File: src/rtl/systolic_array_driver_if.sv
// ---------------------------------------------------------------------------
// systolic_array_driver_if
//
// Groups every non-clock signal of the systolic array front-end into one
// bundle: the operand byte stream, the array operand/result ports and the
// result word stream.
//
// Signals:
//   s_valid / s_ready / s_data[7:0]   operand byte stream (a11..a22, b11..b22)
//   arr_rst                           active-high reset to the array
//   arr_a[31:0] / arr_b[31:0]         operands {x22,x21,x12,x11}
//   arr_c[67:0]                       array results {c22,c21,c12,c11}
//   m_valid / m_ready / m_data[16:0]  result word stream (c11,c12,c21,c22)
//   m_last                            marks c22
//   busy                              high while clearing, running or sending
//
// Modports:
//   master  the driver itself
//   slave   whatever feeds it bytes, models the array and drains results
// ---------------------------------------------------------------------------
interface systolic_array_driver_if;

    logic        s_valid;
    logic        s_ready;
    logic [7:0]  s_data;
    logic        arr_rst;
    logic [31:0] arr_a;
    logic [31:0] arr_b;
    logic [67:0] arr_c;
    logic        m_valid;
    logic        m_ready;
    logic [16:0] m_data;
    logic        m_last;
    logic        busy;

    modport master (
        input  s_valid, s_data, arr_c, m_ready,
        output s_ready, arr_rst, arr_a, arr_b, m_valid, m_data, m_last, busy
    );

    modport slave (
        output s_valid, s_data, arr_c, m_ready,
        input  s_ready, arr_rst, arr_a, arr_b, m_valid, m_data, m_last, busy
    );

endinterface

File: src/rtl/systolic_array_driver.sv
// ---------------------------------------------------------------------------
// systolic_array_driver
//
// Front-end controller for the 2x2 systolic matrix multiplier. Collects the
// eight operand bytes from a valid/ready byte stream, holds them on the
// array's operand ports, pulses the array reset, waits LATENCY cycles, then
// captures the four 17-bit results and returns them as a valid/ready word
// stream.
//
// Parameters:
//   LATENCY   cycles the array needs with arr_rst low before its outputs are
//             valid (1..15)
//
// Ports:
//   clk       rising-edge clock
//   rst_n     asynchronous, active-low reset
//   bus       systolic_array_driver_if.master (byte stream, array ports,
//             result stream, busy)
//
// Build option:
//   SYSTOLIC_DRV_SAT16_EN  when defined, each captured result above 65535 is
//                          stored as 65535; otherwise results pass unchanged.
// ---------------------------------------------------------------------------
module systolic_array_driver #(
    parameter int LATENCY = 4
) (
    input  logic                    clk,
    input  logic                    rst_n,
    systolic_array_driver_if.master bus
);

    typedef enum logic [2:0] {
        IDLE,
        LOAD,
        CLEAR,
        RUN,
        SEND
    } state_t;

    localparam logic [3:0] LastCount = 4'(LATENCY - 1);

    state_t      state_q, state_d;
    logic        started_q;
    logic [2:0]  byteIdx_q, byteIdx_d;
    logic [1:0]  wordIdx_q, wordIdx_d;
    logic [3:0]  runCnt_q, runCnt_d;
    logic [7:0]  operand_q [8];
    logic [16:0] result_q  [4];
    logic        byteAccept;
    logic        wordTaken;
    logic        captureEn;

    // Applies the optional 16-bit clamp to one raw array result.
    function automatic logic [16:0] captureWord(input logic [16:0] raw);
`ifdef SYSTOLIC_DRV_SAT16_EN
        return raw[16] ? 17'd65535 : raw;
`else
        return raw;
`endif
    endfunction

    // Next-state logic. Byte and word indices are 3-bit and 2-bit so they
    // wrap back to zero by themselves after the last byte or word.
    // IDLE waits for started_q, which gives the first clock edge after reset
    // release to settling, so s_ready first rises on the second edge.
    always_comb begin
        state_d    = state_q;
        byteIdx_d  = byteIdx_q;
        wordIdx_d  = wordIdx_q;
        runCnt_d   = runCnt_q;
        byteAccept = 1'b0;
        wordTaken  = 1'b0;
        captureEn  = 1'b0;

        case (state_q)
            IDLE: begin
                if (started_q) begin
                    state_d = LOAD;
                end
            end
            LOAD: begin
                byteAccept = bus.s_valid;
                if (bus.s_valid) begin
                    byteIdx_d = byteIdx_q + 3'd1;
                    if (byteIdx_q == 3'd7) begin
                        state_d = CLEAR;
                    end
                end
            end
            CLEAR: begin
                runCnt_d = 4'd0;
                state_d  = RUN;
            end
            RUN: begin
                if (runCnt_q == LastCount) begin
                    captureEn = 1'b1;
                    runCnt_d  = 4'd0;
                    state_d   = SEND;
                end else begin
                    runCnt_d = runCnt_q + 4'd1;
                end
            end
            SEND: begin
                wordTaken = bus.m_ready;
                if (bus.m_ready) begin
                    wordIdx_d = wordIdx_q + 2'd1;
                    if (wordIdx_q == 2'd3) begin
                        state_d = LOAD;
                    end
                end
            end
            default: begin
                state_d = IDLE;
            end
        endcase
    end

    // State register plus the indices and the latency counter.
    always_ff @(posedge clk or negedge rst_n) begin
        if (!rst_n) begin
            state_q   <= IDLE;
            started_q <= 1'b0;
            byteIdx_q <= 3'd0;
            wordIdx_q <= 2'd0;
            runCnt_q  <= 4'd0;
        end else begin
            state_q   <= state_d;
            started_q <= 1'b1;
            byteIdx_q <= byteIdx_d;
            wordIdx_q <= wordIdx_d;
            runCnt_q  <= runCnt_d;
        end
    end

    // Operand bytes are written only on an accepted byte, so the array sees
    // stable operands through CLEAR and RUN. A reset mid-load zeroes them.
    always_ff @(posedge clk or negedge rst_n) begin
        if (!rst_n) begin
            for (int i = 0; i < 8; i++) begin
                operand_q[i] <= 8'd0;
            end
        end else if (byteAccept) begin
            operand_q[byteIdx_q] <= bus.s_data;
        end
    end

    // Results are sampled from the array only on the last RUN edge; the
    // array output is ignored at every other time.
    always_ff @(posedge clk or negedge rst_n) begin
        if (!rst_n) begin
            for (int i = 0; i < 4; i++) begin
                result_q[i] <= 17'd0;
            end
        end else if (captureEn) begin
            for (int i = 0; i < 4; i++) begin
                result_q[i] <= captureWord(bus.arr_c[17*i +: 17]);
            end
        end
    end

    // Outputs decode directly from registered state, so m_data and m_last
    // cannot change while a word is stalled. arr_rst is released only in RUN.
    assign bus.s_ready = (state_q == LOAD);
    assign bus.arr_rst = (state_q != RUN);
    assign bus.arr_a   = {operand_q[3], operand_q[2], operand_q[1], operand_q[0]};
    assign bus.arr_b   = {operand_q[7], operand_q[6], operand_q[5], operand_q[4]};
    assign bus.m_valid = (state_q == SEND);
    assign bus.m_data  = result_q[wordIdx_q];
    assign bus.m_last  = (state_q == SEND) && (wordIdx_q == 2'd3);
    assign bus.busy    = (state_q == CLEAR) || (state_q == RUN) || (state_q == SEND);

    // wordTaken documents the SEND handshake; it feeds no register directly
    // because the word index update already lives in wordIdx_d.
    logic unusedWordTaken;
    assign unusedWordTaken = wordTaken;

endmodule

File: src/flat_wrapper.sv
// flat-port wrapper written by rule: the top's interface ports become plain ports
module systolic_array_driver_flat 
#(
    parameter int LATENCY = 4
)
  (clk, rst_n, bus_s_valid, bus_s_data, bus_arr_c, bus_m_ready, bus_s_ready, bus_arr_rst, bus_arr_a, bus_arr_b, bus_m_valid, bus_m_data, bus_m_last, bus_busy);
  systolic_array_driver_if bus_i ();
  input  logic clk;
  input  logic rst_n;
  input wire logic [$bits(bus_i.s_valid)-1:0] bus_s_valid;
  input wire logic [$bits(bus_i.s_data)-1:0] bus_s_data;
  input wire logic [$bits(bus_i.arr_c)-1:0] bus_arr_c;
  input wire logic [$bits(bus_i.m_ready)-1:0] bus_m_ready;
  output wire logic [$bits(bus_i.s_ready)-1:0] bus_s_ready;
  output wire logic [$bits(bus_i.arr_rst)-1:0] bus_arr_rst;
  output wire logic [$bits(bus_i.arr_a)-1:0] bus_arr_a;
  output wire logic [$bits(bus_i.arr_b)-1:0] bus_arr_b;
  output wire logic [$bits(bus_i.m_valid)-1:0] bus_m_valid;
  output wire logic [$bits(bus_i.m_data)-1:0] bus_m_data;
  output wire logic [$bits(bus_i.m_last)-1:0] bus_m_last;
  output wire logic [$bits(bus_i.busy)-1:0] bus_busy;
  assign bus_i.s_valid = bus_s_valid;
  assign bus_i.s_data = bus_s_data;
  assign bus_i.arr_c = bus_arr_c;
  assign bus_i.m_ready = bus_m_ready;
  assign bus_s_ready = bus_i.s_ready;
  assign bus_arr_rst = bus_i.arr_rst;
  assign bus_arr_a = bus_i.arr_a;
  assign bus_arr_b = bus_i.arr_b;
  assign bus_m_valid = bus_i.m_valid;
  assign bus_m_data = bus_i.m_data;
  assign bus_m_last = bus_i.m_last;
  assign bus_busy = bus_i.busy;
  systolic_array_driver #(.LATENCY(LATENCY)) u_core (.clk(clk), .rst_n(rst_n), .bus(bus_i));
endmodule
File: config.mk
export PLATFORM = sky130hd
export DESIGN_NAME = systolic_array_driver_flat
export DESIGN_NICKNAME = d
export VERILOG_FILES = /design/src/rtl/systolic_array_driver_if.sv /design/src/rtl/systolic_array_driver.sv /design/src/flat_wrapper.sv
export SDC_FILE = /design/constraint.sdc
export NUM_CORES = 1
export LEC_CHECK = 0
export BUFFER_PORTS_ARGS = -buffer_cell sky130_fd_sc_hd__buf_2
export CAP_MARGIN = 30
export CORE_MARGIN = 5
export CORE_UTILIZATION = 40
export CTS_BUF_LIST = sky130_fd_sc_hd__clkbuf_4 sky130_fd_sc_hd__clkbuf_8
export DETAILED_ROUTE_END_ITERATION = 12
export GPL_ROUTABILITY_DRIVEN = 0
export PLACE_DENSITY = 0.74
export SKIP_CTS_REPAIR_TIMING = 1
export SYNTH_ARGS = -nofsm -noshare
export SYNTH_HDL_FRONTEND = slang
export SYNTH_SLANG_ARGS = --single-unit
export TNS_END_PERCENT = 20
File: constraint.sdc
create_clock -name clk -period 4.1 [get_ports clk]
set_clock_uncertainty 0.1 [all_clocks]
set_input_delay 0.205 -clock clk [delete_from_list [all_inputs] [get_ports clk]]
set_output_delay 0.205 -clock clk [all_outputs]
set_load 0.05 [all_outputs]
# Yosys cells after proc, flatten, opt, wreduce, memory -nomap -nowiden
# Cells that the tools add are included.
# Widths: inputs -> output; s select.
# word_totals
n_memories,0
regBits,145
word_cells,66
inputBits,80
out_inout_bits,86
mem_bits_rw,0
mem_bits_ro,0
latchBits,0
# op_classes
n_mul,0
n_shift,0
bitwise_logic,2
div_mod_pow,0
eq_ne,14
muxes,18
addsub,3
n_lt_le_gt_ge,3
n_reduce_logical,9
# op_table
op,count
$bwmux 64,1
$bmux 17 s2,1
$mux 17,2
$demux 8 s3,1
$mux 3,6
$pmux 3 s5,1
$mux 8,1
$ne 2x1->1 const B,4
$pmux 4 s2,1
$eq 3x2->1 const B,2
$eq 3x3->1 const B,2
$reduce_and 6->1,1
$add 4x1->4 const B,1
$eq 4x2->1 const B,1
$ge 4x4->1 const B,1
$lt 4x1->1 const B,1
$mux 4,1
$ne 2x2->1 const B,2
$not 3->4,1
$reduce_and 2->1,2
$add 3x1->3 const B,1
$eq 3x1->1 const B,1
$ge 3x3->1 const B,1
$logic_not 3->1,1
8 further kinds,12

# Depth between registers and ports, before layout
# depth
depth_word,6
ltp_mapped,6
ltp_nobuf,5

# Least setup slack after synthesis
# OpenSTA, ideal clock, no wires.
# synth_path
path_kind,register -> output
startpoint,register u_core.state_q[2]
endpoint,output port bus_s_ready
path_buffers,1
stages_incl_launch_ff,3
arrival_time_ns,1.673
t_required_ns,3.795
slack_ns,2.122
path_cell_list,dfrtp_1 -> buf_2 -> nor3b_1
# synth_via
elab_chain_len,1
# synth_lines
element,line_no,rtl
"start, declared",systolic_array_driver.sv:42,"state_t state_q, state_d;"
"start signal, assigned",systolic_array_driver.sv:127,state_q <= state_d;
$eq 3x1->1,systolic_array_driver.sv:163,assign bus.s_ready = (state_q == LOAD);
"end, declared",flat_wrapper.sv:14,output wire logic [$bits(bus_i.s_ready)-1:0] bus_s_ready;
# No other way between the ends.

# Worst setup path after layout
# layout_path
startpoint,register u_core.wordIdx_q[0]
endpoint,output port bus_m_data[12]
# layout_via
elab_chain_len,4
# layout_lines
element,line_no,rtl
"start, declared",systolic_array_driver.sv:45,"logic [1:0] wordIdx_q, wordIdx_d;"
"start signal, assigned",systolic_array_driver.sv:130,wordIdx_q <= wordIdx_d;
$not 2->3 (not written as such),systolic_array_driver.sv:168,assign bus.m_data = result_q[wordIdx_q];
$bmux 17 s2,systolic_array_driver.sv:168,
$mux 17 (not written as such) (2 in series),systolic_array_driver.sv:168,
"end, declared",flat_wrapper.sv:19,output wire logic [$bits(bus_i.m_data)-1:0] bus_m_data;
# No other way between the ends. The select of a mux whose other input is x is not followed.

==> impl_metrics.yaml <==
place:
  hpwlAfterDp_um: 9830
  io_buffers: 165
die:
  design.core.area_um2: 15100
  initial_core_util_pct: 40.6
  die_w_um: 134
  die_area_um2: 17900
  io_pins: 166
  rows: 45
  fp.dieH_um: 134
timing:
  tightest_slew_ns: 0.921
  period_share_pct: 62.4
  tns_ns: 0
  rsz0062_at_grt: "false"
  finalHoldViolCount: 0
  setup_violations: 0
  hold-worst-slack_ns: 0.00742
  fmax_mhz: 391
  timing.final.crit_period_ns: 2.56
  drv_slew: 0
  slew_headroom_pct: 38.6
clocking:
  clk_pin_slew_ns: 0.08
  cts_tree: "built"
  clk_latency_ns: 0.43
  cts_buffers: 17
  cts-root-buf: "clkbuf_8"
  clkSinkCount: 145
  htree_num_levels: 4
  cts_buffer_depth: 2
critical_path:
  rrSetupSlack_ns: 1.74
  cp_max_fo: 12
  critical_path_required_ns: 3.80
  worstPathArrival_ns: 2.25
  rr_worst_depth: 3
  r2r-start: "u_core.state_q[2]"
  end_kind: "output port"
  path_class: "reg2out"
  startpoint_type: "flop"
  r2r-end: "u_core.bus.arr_a[14]"
synth:
  ys_top_cells_by_area: "dfrtp_1, mux2_2, mux4_2"
  synth_edf_count: 0
  synth_cell_types: 39
  async_flop_share_pct: 100
  yosysTopAreaCell: "dfrtp_1"
  synth_warnings: 0
  synth_top_cells_by_count: "dfrtp_1, mux2_2, mux4_2, mux2_4, buf_2"
  ys_seq_elements: 145
  synth.avg_cell_area_um2: 16.5
  netlist_area_um2: 6120
  synth_ff_type: "dfrtp_1"
  synth_nets: 456
  synthCells: 372
  synth_most_common_cell: "dfrtp_1"
  yosysTopAreaCellShare_pct: 59.3
  seq_area_frac_synth_pct: 59.3
power:
  power_density_nw_per_um2: 872
  p_leak_uw: 0.00394
  ir_drop_v: 0.000542
  total_power_uw: 7290
route:
  first_iter_violations: 115
  antenna_left: 0
  vias: 4073
  routedWlPerCell_um: 18.3
  drt_first_pass_iters: 5
  via_per_inst: 4.97
  wl_um: 15000
  drc: 0
hold_path:
  hold_start: "bus_m_ready"
  whs_path_depth: 3
  hp-class: "in2reg"
  holdPathEnd: "u_core.state_q[2]"
cells_and_area:
  fill_cells: 1214
  fin_nets: 701
  area_delta_synth_final_pct: 36.6
  drive_gt1_share_pct: 57.1
global_route:
  grt_pass1_wl_um: 22500
  grt_overflow: 0
  grt_pass1_vias: 4197
  grt.total_usage_pct: 16.1
  antenna_found_initial: 2
  grt_max_degree: 106
status:
  status: "finished clean"
job:
  drv_cap: 0
[cell usage in the layout (no fill, tap or decap), types with 4 or more instances in the layout]
cell type and n:
dfrtp_1 145, nand2_1 6, bufinv_16 5, mux2_4 11, ha_1 4, clkbuf_8 17
mux2_2 124, dlygate4sd3_1 77, o21ai_0 7, buf_2 164, mux4_2 17
[cell type report]
cell class	instances	area [µm²]	area share (%)
Clock inverter	13	210	2.52
Sequential cell	145	3630	43.4
Timing Repair Buffer	246	1670	20.0
Multi-Input combinational cell	204	2350	28.1
Inverter	3	11.3	0.135
Tap cell	188	235	2.81
Clock buffer	18	241	2.89
Antenna cell	2	5.00	0.0599
[routing by layer]
layer	share of wire, %	global-route usage, %
met2	54	27.2
met5	0	0
met4	3.0	6.40
met1	39	19.3
met3	3.9	4.76
[registers in the layout, indices dropped and copies added, names as in the netlist]
| name | flops |
|---|---|
| u_core.started_q | 1 |
| u_core.bus.arr_a | 32 |
| u_core.state_q | 3 |
| u_core.wordIdx_q | 2 |
| u_core.runCnt_q | 4 |
| u_core.byteIdx_q | 3 |
| u_core.result_q | 68 |
| u_core.bus.arr_b | 32 |
[cells by family after synthesis]
kind of cell             count (synthesis)  synth area share [%]
AO/OA/AOI/OAI                           13                  1.23
buffers and inverters                   23                  2.27
flip-flops                             145                  59.3
XOR/XNOR                                 2                 0.286
adder cells (fa/ha/maj)                  4                 0.818
other                                    1                0.0613
multiplexers                           152                  31.8
AND/OR/NAND/NOR                         32                  4.27
[through the flow]
stage / utilization [%] / instance area, µm² / worst slack (ns) / cells
detailed placement: 46.9 / 7070 / 1.71 / 707
finish: 55.4 / 8360 / 1.54 / 819
floorplan: - / 6120 / 2.12 / 372
global placement: 46.9 / 7070 / 1.79 / 707
CTS: 49.9 / 7530 / 1.45 / 738
global route: 55.4 / 8360 / 1.34 / 819
[worst max-delay path by stage]
| stage | endpoint | slack (ns) | start |
|---|---|---|---|
| global route | bus_m_data[12] | 1.34 | u_core.wordIdx_q[0] |
| CTS | bus_m_data[11] | 1.45 | u_core.wordIdx_q[0] |
| floorplan | bus_s_ready | 2.12 | u_core.state_q[2] |
| global placement | u_core.result_q[9] | 1.79 | u_core.state_q[2] |
| detailed placement | u_core.result_q[13] | 1.71 | u_core.state_q[2] |
| finish | bus_m_data[12] | 1.54 | u_core.wordIdx_q[0] |
[worst max-delay path, cell delays in order (launching register included)]
cell	delay [ns]
dfrtp_1	0.67
buf_4	0.36
mux4_2	0.55
buf_2	0.23
[report_power, final]
part	total, µW	internal [µW]	switching, µW
Sequential	2540	2120	424
Combinational	3470	1210	2260
Clock	1270	730	541
Total	7290	4060	3230
(Power assumes the default switching activity.)
